$ cat src/rtl/accelerator_tensor_finite_difference_if.sv
// rtl/accelerator_tensor_finite_difference_if.sv - control, sample and result bus of the finite-difference block
// Ports (master = frame source/sink, slave = differentiator):
//   start, axis_in, size_i_in, size_j_in, scale_in   frame command, sampled on start
//   ready, error                                     frame completion pulse and reject flag
//   data_in_enable, data_in                          sample stream in
//   data_out_enable, data_out, data_out_i/_j         result stream out with indices
interface accelerator_tensor_finite_difference_if #(
   parameter int DATA_SIZE  = 16,
   parameter int INDEX_SIZE = 16
);
   logic                         start;
   logic                         ready;
   logic                         error;
   logic                         axis_in;
   logic [INDEX_SIZE-1:0]        size_i_in;
   logic [INDEX_SIZE-1:0]        size_j_in;
   logic [DATA_SIZE-1:0]         scale_in;
   logic                         data_in_enable;
   logic signed [DATA_SIZE-1:0]  data_in;
   logic                         data_out_enable;
   logic signed [DATA_SIZE-1:0]  data_out;
   logic [INDEX_SIZE-1:0]        data_out_i;
   logic [INDEX_SIZE-1:0]        data_out_j;

   modport master (
      output start, axis_in, size_i_in, size_j_in, scale_in, data_in_enable, data_in,
      input  ready, error, data_out_enable, data_out, data_out_i, data_out_j
   );

   modport slave (
      input  start, axis_in, size_i_in, size_j_in, scale_in, data_in_enable, data_in,
      output ready, error, data_out_enable, data_out, data_out_i, data_out_j
   );
endinterface

$ cat src/rtl/accelerator_tensor_finite_difference.sv
// rtl/accelerator_tensor_finite_difference.sv - streaming backward-difference differentiator over an I x J matrix
// Ports:
//   clk  in  clock, rising edge
//   rst  in  synchronous reset, active low
//   bus  slave modport: frame command, sample stream in, result stream out, ready/error
module accelerator_tensor_finite_difference #(
   parameter int DATA_SIZE  = 16,
   parameter int INDEX_SIZE = 16,
   parameter int FRAC_BITS  = 8,
   parameter int MAX_J      = 64
) (
   input logic                                  clk,
   input logic                                  rst,
   accelerator_tensor_finite_difference_if.slave bus
);

   localparam int LB_W = (MAX_J > 1) ? $clog2(MAX_J) : 1;
   localparam int PW   = 2 * DATA_SIZE + 2;

   localparam logic [INDEX_SIZE-1:0] MAX_J_W = INDEX_SIZE'(MAX_J);
   localparam logic [INDEX_SIZE-1:0] ONE_W   = INDEX_SIZE'(1);

   localparam logic signed [PW-1:0] SAT_MAX = {{(DATA_SIZE+3){1'b0}}, {(DATA_SIZE-1){1'b1}}};
   localparam logic signed [PW-1:0] SAT_MIN = {{(DATA_SIZE+3){1'b1}}, {(DATA_SIZE-1){1'b0}}};

   typedef enum logic [1:0] {IDLE, RUN, DONE} state_t;

   state_t                      state;
   logic                        axis_r;
   logic [INDEX_SIZE-1:0]       size_i_r;
   logic [INDEX_SIZE-1:0]       size_j_r;
   logic [DATA_SIZE-1:0]        scale_r;
   logic [INDEX_SIZE-1:0]       i_cnt;
   logic [INDEX_SIZE-1:0]       j_cnt;
   logic signed [DATA_SIZE-1:0] prev_sample;

   // Previous row, indexed by column; only meaningful when differentiating along i
   logic signed [DATA_SIZE-1:0] line_buf [MAX_J];

   logic [LB_W-1:0]             lb_idx;
   logic                        accept;
   logic                        last_i;
   logic                        last_j;
   logic signed [DATA_SIZE-1:0] prev_val;
   logic signed [DATA_SIZE:0]   diff;
   logic signed [PW-1:0]        prod;
   logic signed [PW-1:0]        shifted;
   logic signed [DATA_SIZE-1:0] result;

   always_comb begin
      lb_idx   = j_cnt[LB_W-1:0];
      accept   = (state == RUN) && bus.data_in_enable;
      last_i   = (i_cnt == size_i_r - ONE_W);
      last_j   = (j_cnt == size_j_r - ONE_W);
      prev_val = axis_r ? line_buf[lb_idx] : prev_sample;
      // One extra bit so the difference of two extreme samples cannot wrap
      diff     = $signed({bus.data_in[DATA_SIZE-1], bus.data_in})
               - $signed({prev_val[DATA_SIZE-1], prev_val});
      // Scale is unsigned, so it is zero-extended before the signed multiply
      prod     = diff * $signed({1'b0, scale_r});
      shifted  = prod >>> FRAC_BITS;
      if (shifted > SAT_MAX) begin
         result = SAT_MAX[DATA_SIZE-1:0];
      end else if (shifted < SAT_MIN) begin
         result = SAT_MIN[DATA_SIZE-1:0];
      end else begin
         result = shifted[DATA_SIZE-1:0];
      end
      // No predecessor exists on the first column (j axis) or first row (i axis)
      if ((!axis_r && j_cnt == '0) || (axis_r && i_cnt == '0)) begin
         result = '0;
      end
   end

   // Read-before-write: the combinational read above sees the old row value
   always_ff @(posedge clk) begin
      if (accept && axis_r) begin
         line_buf[lb_idx] <= bus.data_in;
      end
   end

   always_ff @(posedge clk) begin
      if (!rst) begin
         state               <= IDLE;
         axis_r              <= 1'b0;
         size_i_r            <= '0;
         size_j_r            <= '0;
         scale_r             <= '0;
         i_cnt               <= '0;
         j_cnt               <= '0;
         prev_sample         <= '0;
         bus.ready           <= 1'b0;
         bus.error           <= 1'b0;
         bus.data_out_enable <= 1'b0;
         bus.data_out        <= '0;
         bus.data_out_i      <= '0;
         bus.data_out_j      <= '0;
      end else begin
         bus.ready           <= 1'b0;
         bus.data_out_enable <= 1'b0;
         case (state)
            IDLE: begin
               if (bus.start) begin
                  axis_r   <= bus.axis_in;
                  size_i_r <= bus.size_i_in;
                  size_j_r <= bus.size_j_in;
                  scale_r  <= bus.scale_in;
                  i_cnt    <= '0;
                  j_cnt    <= '0;
                  if (bus.size_i_in == '0 || bus.size_j_in == '0) begin
                     bus.error <= 1'b0;
                     state     <= DONE;
                  end else if (bus.axis_in && bus.size_j_in > MAX_J_W) begin
                     bus.error <= 1'b1;
                     state     <= DONE;
                  end else begin
                     bus.error <= 1'b0;
                     state     <= RUN;
                  end
               end
            end
            RUN: begin
               if (bus.data_in_enable) begin
                  bus.data_out_enable <= 1'b1;
                  bus.data_out        <= result;
                  bus.data_out_i      <= i_cnt;
                  bus.data_out_j      <= j_cnt;
                  prev_sample         <= bus.data_in;
                  if (last_j) begin
                     j_cnt <= '0;
                     i_cnt <= i_cnt + ONE_W;
                     if (last_i) begin
                        state <= DONE;
                     end
                  end else begin
                     j_cnt <= j_cnt + ONE_W;
                  end
               end
            end
            DONE: begin
               bus.ready <= 1'b1;
               state     <= IDLE;
            end
            default: state <= IDLE;
         endcase
      end
   end

endmodule

$ cat src/flat_wrapper.sv
// flat-port wrapper written by rule: the top's interface ports become plain ports
module accelerator_tensor_finite_difference_flat 
#(
   parameter int DATA_SIZE  = 16,
   parameter int INDEX_SIZE = 16,
   parameter int FRAC_BITS  = 8,
   parameter int MAX_J      = 64
)
  (clk, rst, bus_start, bus_axis_in, bus_size_i_in, bus_size_j_in, bus_scale_in, bus_data_in_enable, bus_data_in, bus_ready, bus_error, bus_data_out_enable, bus_data_out, bus_data_out_i, bus_data_out_j);
  accelerator_tensor_finite_difference_if #(.DATA_SIZE(DATA_SIZE), .INDEX_SIZE(INDEX_SIZE)) bus_i ();
  input logic clk;
  input logic rst;
  input wire logic [$bits(bus_i.start)-1:0] bus_start;
  input wire logic [$bits(bus_i.axis_in)-1:0] bus_axis_in;
  input wire logic [$bits(bus_i.size_i_in)-1:0] bus_size_i_in;
  input wire logic [$bits(bus_i.size_j_in)-1:0] bus_size_j_in;
  input wire logic [$bits(bus_i.scale_in)-1:0] bus_scale_in;
  input wire logic [$bits(bus_i.data_in_enable)-1:0] bus_data_in_enable;
  input wire logic [$bits(bus_i.data_in)-1:0] bus_data_in;
  output wire logic [$bits(bus_i.ready)-1:0] bus_ready;
  output wire logic [$bits(bus_i.error)-1:0] bus_error;
  output wire logic [$bits(bus_i.data_out_enable)-1:0] bus_data_out_enable;
  output wire logic [$bits(bus_i.data_out)-1:0] bus_data_out;
  output wire logic [$bits(bus_i.data_out_i)-1:0] bus_data_out_i;
  output wire logic [$bits(bus_i.data_out_j)-1:0] bus_data_out_j;
  assign bus_i.start = bus_start;
  assign bus_i.axis_in = bus_axis_in;
  assign bus_i.size_i_in = bus_size_i_in;
  assign bus_i.size_j_in = bus_size_j_in;
  assign bus_i.scale_in = bus_scale_in;
  assign bus_i.data_in_enable = bus_data_in_enable;
  assign bus_i.data_in = bus_data_in;
  assign bus_ready = bus_i.ready;
  assign bus_error = bus_i.error;
  assign bus_data_out_enable = bus_i.data_out_enable;
  assign bus_data_out = bus_i.data_out;
  assign bus_data_out_i = bus_i.data_out_i;
  assign bus_data_out_j = bus_i.data_out_j;
  accelerator_tensor_finite_difference #(.DATA_SIZE(DATA_SIZE), .INDEX_SIZE(INDEX_SIZE), .FRAC_BITS(FRAC_BITS), .MAX_J(MAX_J)) u_core (.clk(clk), .rst(rst), .bus(bus_i));
endmodule
$ cat config.mk
export PLATFORM = sky130hd
export DESIGN_NAME = accelerator_tensor_finite_difference_flat
export DESIGN_NICKNAME = d
export VERILOG_FILES = /design/src/rtl/accelerator_tensor_finite_difference_if.sv /design/src/rtl/accelerator_tensor_finite_difference.sv /design/src/flat_wrapper.sv
export SDC_FILE = /design/constraint.sdc
export NUM_CORES = 2
export LEC_CHECK = 0
export CORE_MARGIN = 8
export CORE_UTILIZATION = 35
export CTS_CLUSTER_DIAMETER = 30
export CTS_CLUSTER_SIZE = 20
export DETAILED_ROUTE_END_ITERATION = 10
export GPL_TIMING_DRIVEN = 0
export HOLD_SLACK_MARGIN = 0.06
export SLEW_MARGIN = 20
export SYNTH_ARGS = -nofsm -noshare
export SYNTH_HDL_FRONTEND = slang
export SYNTH_SLANG_ARGS = --single-unit
$ cat constraint.sdc
create_clock -name clk -period 14.45 [get_ports clk]
set_input_delay 2.89 -clock clk [delete_from_list [all_inputs] [get_ports clk]]
set_output_delay 2.89 -clock clk [all_outputs]
set_load 0.01 [all_outputs]
==> results.json <==
{
  "worst_setup_path_start_kind": "register",
  "synth_top_area_cell": "edfxtp_1",
  "reg2reg_slack_ps": 810,
  "die_x_um": 426,
  "clkSlewWorstSetupHoldPaths_ps": 50,
  "die_h_um": 426,
  "top_usage_layer": "met2",
  "holdBufCountCts": 0,
  "cts_tree": "yes",
  "setup_tns_ps": 0,
  "cts_buffers": 206,
  "use_met3_pct": 3.59,
  "clock_latency_ps": 810,
  "cpPeakStageDelay_ps": 690,
  "cts_root_buf": "clkbuf_16",
  "drc": 0,
  "port_buffers": 119,
  "vias_per_cell": 5.21,
  "grt_max_degree": 68,
  "seq_area_frac_synth_pct": 57.6,
  "setup.worst_path.end": "u_core.bus.data_out[8]$_SDFFE_PN0P_",
  "max_freq_ghz": 0.0733,
  "clock-sinks": 1180,
  "crit_slowest_cell": "buf_1",
  "ys_async_sr_fraction_pct": 0,
  "num_io_pins": 120,
  "ff2ff_path_depth": 40,
  "grt_pass1_vias": 35504,
  "crit_buf_inv": 9,
  "status": "finished, final reports clean",
  "grt-ovfl-total": 0,
  "die_area_um2": 182000,
  "dpl_cell_area_um2": 63900,
  "crit_family": "adder cells",
  "grt_use_total_pct": 17.3,
  "synth_edf_count": 1024,
  "initial_core_util_pct": 35.2,
  "synth.avg_cell_area_um2": 14.9,
  "path_common_cell": "fa_1",
  "vias": 35048,
  "synth-seq-cells": 1180,
  "grt_first_pass_wirelength_mm": 235,
  "drt-total-wl_mm": 159,
  "area_growth_pct": 21.0,
  "dr.pass1.iters": 6,
  "synthFlopType": "edfxtp_1",
  "final_nets": 4802,
  "cp.depth": 40,
  "ys.warnings.count": 0,
  "powerDensity_nw_per_um2": 151,
  "pre_cts_ws_ps": -837,
  "fin_skew_ps": 81.8,
  "rsz0062_at_grt": "no",
  "netlist.area_leader.share_pct": 52.2,
  "leakage_nw": 24.6,
  "core-area_um2": 167000,
  "hold_path.class": "register to register",
  "r2r-end": "u_core.bus.data_out[8]$_SDFFE_PN0P_",
  "setup_violations": 0,
  "placementRows": 150,
  "cp.required_ps": 15050,
  "slew_headroom_pct": 25.1,
  "synthCells": 3954,
  "design_area_um2": 71200,
  "cp.arrival_ps": 14250,
  "period_needed_ps": 13640,
  "synth_area_um2": 58900,
  "worst_pin_slew_ps": 1120,
  "post_cts_buffers": 0,
  "met2_usage_pct": 29.0,
  "dp_cells": 6346,
  "path_class": "register to register",
  "cts_buffer_depth": 3,
  "setup_ws_ps": 806,
  "drv_cap": 0,
  "hold_viol": 0,
  "wl_per_cell_um": 23.7,
  "htreeDepth": 4,
  "ant_nets": 0,
  "cp-end-kind": "register",
  "period_share_pct": 94.4,
  "place_congestion": 0.870,
  "final_cells": 6733,
  "syn_nets": 4404,
  "grt_util_met1_pct": 22.8,
  "drive_gt1_share_pct": 19.7,
  "maxSlewViolCount": 0,
  "dp_hpwl_mm": 114,
  "synthTopCellsByArea": "edfxtp_1 (52%), mux4_2 (13%), fa_1 (9.3%)",
  "antenna_found_initial": 8,
  "ir_worst_vdd_mv": 0.143,
  "drt-initial-drc-count": 3321,
  "whs_ps": 463,
  "path_max_fanout": 10,
  "synth_cell_types": 78
}
[cell usage in the layout, fill, tap and decap left out, types with 20 or more instances in the layout]
cell type        instances
edfxtp_1              1024
nand2_1                390
inv_1                  381
mux4_2                 336
fa_1                   272
clkbuf_16              211
clkbuf_1               197
dfxtp_1                156
and2_1                 113
ha_1                   109
clkdlybuf4s50_1        103
a21boi_0               101
nor2_1                  87
nand3_1                 80
o21ai_0                 60
xnor2_1                 60
nor2_2                  56
buf_6                   50
nor2b_1                 47
a21oi_1                 43
xor2_1                  39
nor3_1                  34
nand2b_1                25
clkinv_2                25
buf_1                   23
inv_6                   23
clkbuf_2                22
bufinv_16               22
a211oi_1                21
nor4b_1                 20
nor4_1                  20
[per-stage QoR]
| stage | total power [mW] | utilization [%] |
|---|---|---|
| 2_1_floorplan | 5.24 | - |
| 3_3_place_gp | 5.87 | 37.6 |
| 3_5_place_dp | 5.89 | 38.3 |
| 4_1_cts | 10.8 | 42.6 |
| 5_1_grt | 11.2 | 42.6 |
| 6_report | 10.7 | 42.6 |
[how the worst min path moves through the flow]
| stage | slack (ps) | startpoint | cells past startpoint | end |
|---|---|---|---|---|
| final | 460 | u_core.bus.data_out_i[5]$_SDFFE_PN0P_ | 2 | u_core.bus.data_out_i[5]$_SDFFE_PN0P_ |
| after global routing | 480 | u_core.prev_sample[11]$_SDFFE_PN0P_ | 2 | u_core.prev_sample[11]$_SDFFE_PN0P_ |
| after CTS | 460 | u_core.prev_sample[3]$_SDFFE_PN0P_ | 2 | u_core.prev_sample[3]$_SDFFE_PN0P_ |
| after detailed placement | 460 | u_core.prev_sample[3]$_SDFFE_PN0P_ | 2 | u_core.prev_sample[3]$_SDFFE_PN0P_ |
| after global placement | 450 | u_core.prev_sample[0]$_SDFFE_PN0P_ | 2 | u_core.prev_sample[0]$_SDFFE_PN0P_ |
| after floorplan | 440 | u_core.prev_sample[0]$_SDFFE_PN0P_ | 2 | u_core.prev_sample[0]$_SDFFE_PN0P_ |
[worst register-to-register path: cells and delay by family, from the launching register on]
| family | cells | cell delay [ps] |
|---|---|---|
| multiplexers | 4 | 1840 |
| buffers and inverters | 9 | 2440 |
| AO/OA/AOI/OAI | 12 | 3080 |
| adder cells (fa/ha/maj) | 9 | 4150 |
| flip-flops | 1 | 390 |
| AND/OR/NAND/NOR | 5 | 1200 |
| XOR/XNOR | 1 | 390 |
[sequential cells by signal, indices dropped and copies added, names as in the netlist, 2 cells and up, named ones only]
| signal | flops |
|---|---|
| u_core.j_cnt | 16 |
| u_core.bus.data_out | 16 |
| u_core.scale_r | 16 |
| u_core.bus.data_out_j | 16 |
| u_core.line_buf | 1024 |
| u_core.size_i_r | 16 |
| u_core.prev_sample | 16 |
| u_core.bus.data_out_i | 16 |
| u_core.size_j_r | 16 |
| u_core.state | 2 |
| u_core.i_cnt | 16 |
[report_power, final]
part / leakage (nW) / internal, mW / total, mW / switching [mW]
sequential: 10.5 / 3.72 / 3.74 / 0.0153
combinational: 10.6 / 0.752 / 2.10 / 1.35
clock: 3.44 / 3.14 / 4.90 / 1.76
total: 24.6 / 7.61 / 10.7 / 3.13
[kinds of logic after synthesis]
logic type | share of synthesized area, %
AND/OR/NAND/NOR | 7.76
buffers and inverters | 3.98
flip-flops | 57.6
multiplexers | 13.2
adder cells (fa/ha/maj) | 11.7
AO/OA/AOI/OAI | 4.32
XOR/XNOR | 1.52
[layout make-up]
class	instances	area, um2
multi-input combinational	2153	22900
buffer	240	1020
fill	14919	95800
tap	2204	2760
antenna	2	5.00
inverter	381	1430
clock buffer	248	5510
timing repair buffer	190	2120
sequential	1180	33900
clock inverter	135	1630
[layer usage]
layer | wire (um) | vias to the layer above
met1 | 64700 | 18165
met5 | 9 | -
met3 | 11300 | 237
li1 | - | 15360
met2 | 78900 | 1284
met4 | 4290 | 2
[Yosys cell counts (22+ instances only)]
cell type  instances
nand2_1          390
nor2_1           151
and2_1           113
fa_1             272
nand3_1           80
inv_1            381
a21boi_0         101
nand2b_1          25
xor2_1            39
xnor2_1           63
ha_1             109
nor3_1            34
dfxtp_1          156
o21ai_0           60
a211oi_1          22
a21oi_1           43
edfxtp_1        1024
nor2b_1           47
buf_1             48
clkbuf_1         187
mux4_2           336
[timing repair]
action / 4_1_cts / 5_1_grt
setup endpoints to repair: 16 / 16
gates cloned: 0 / 0
resized for setup: 41 / 67
Power figures use the tool's default switching activity.
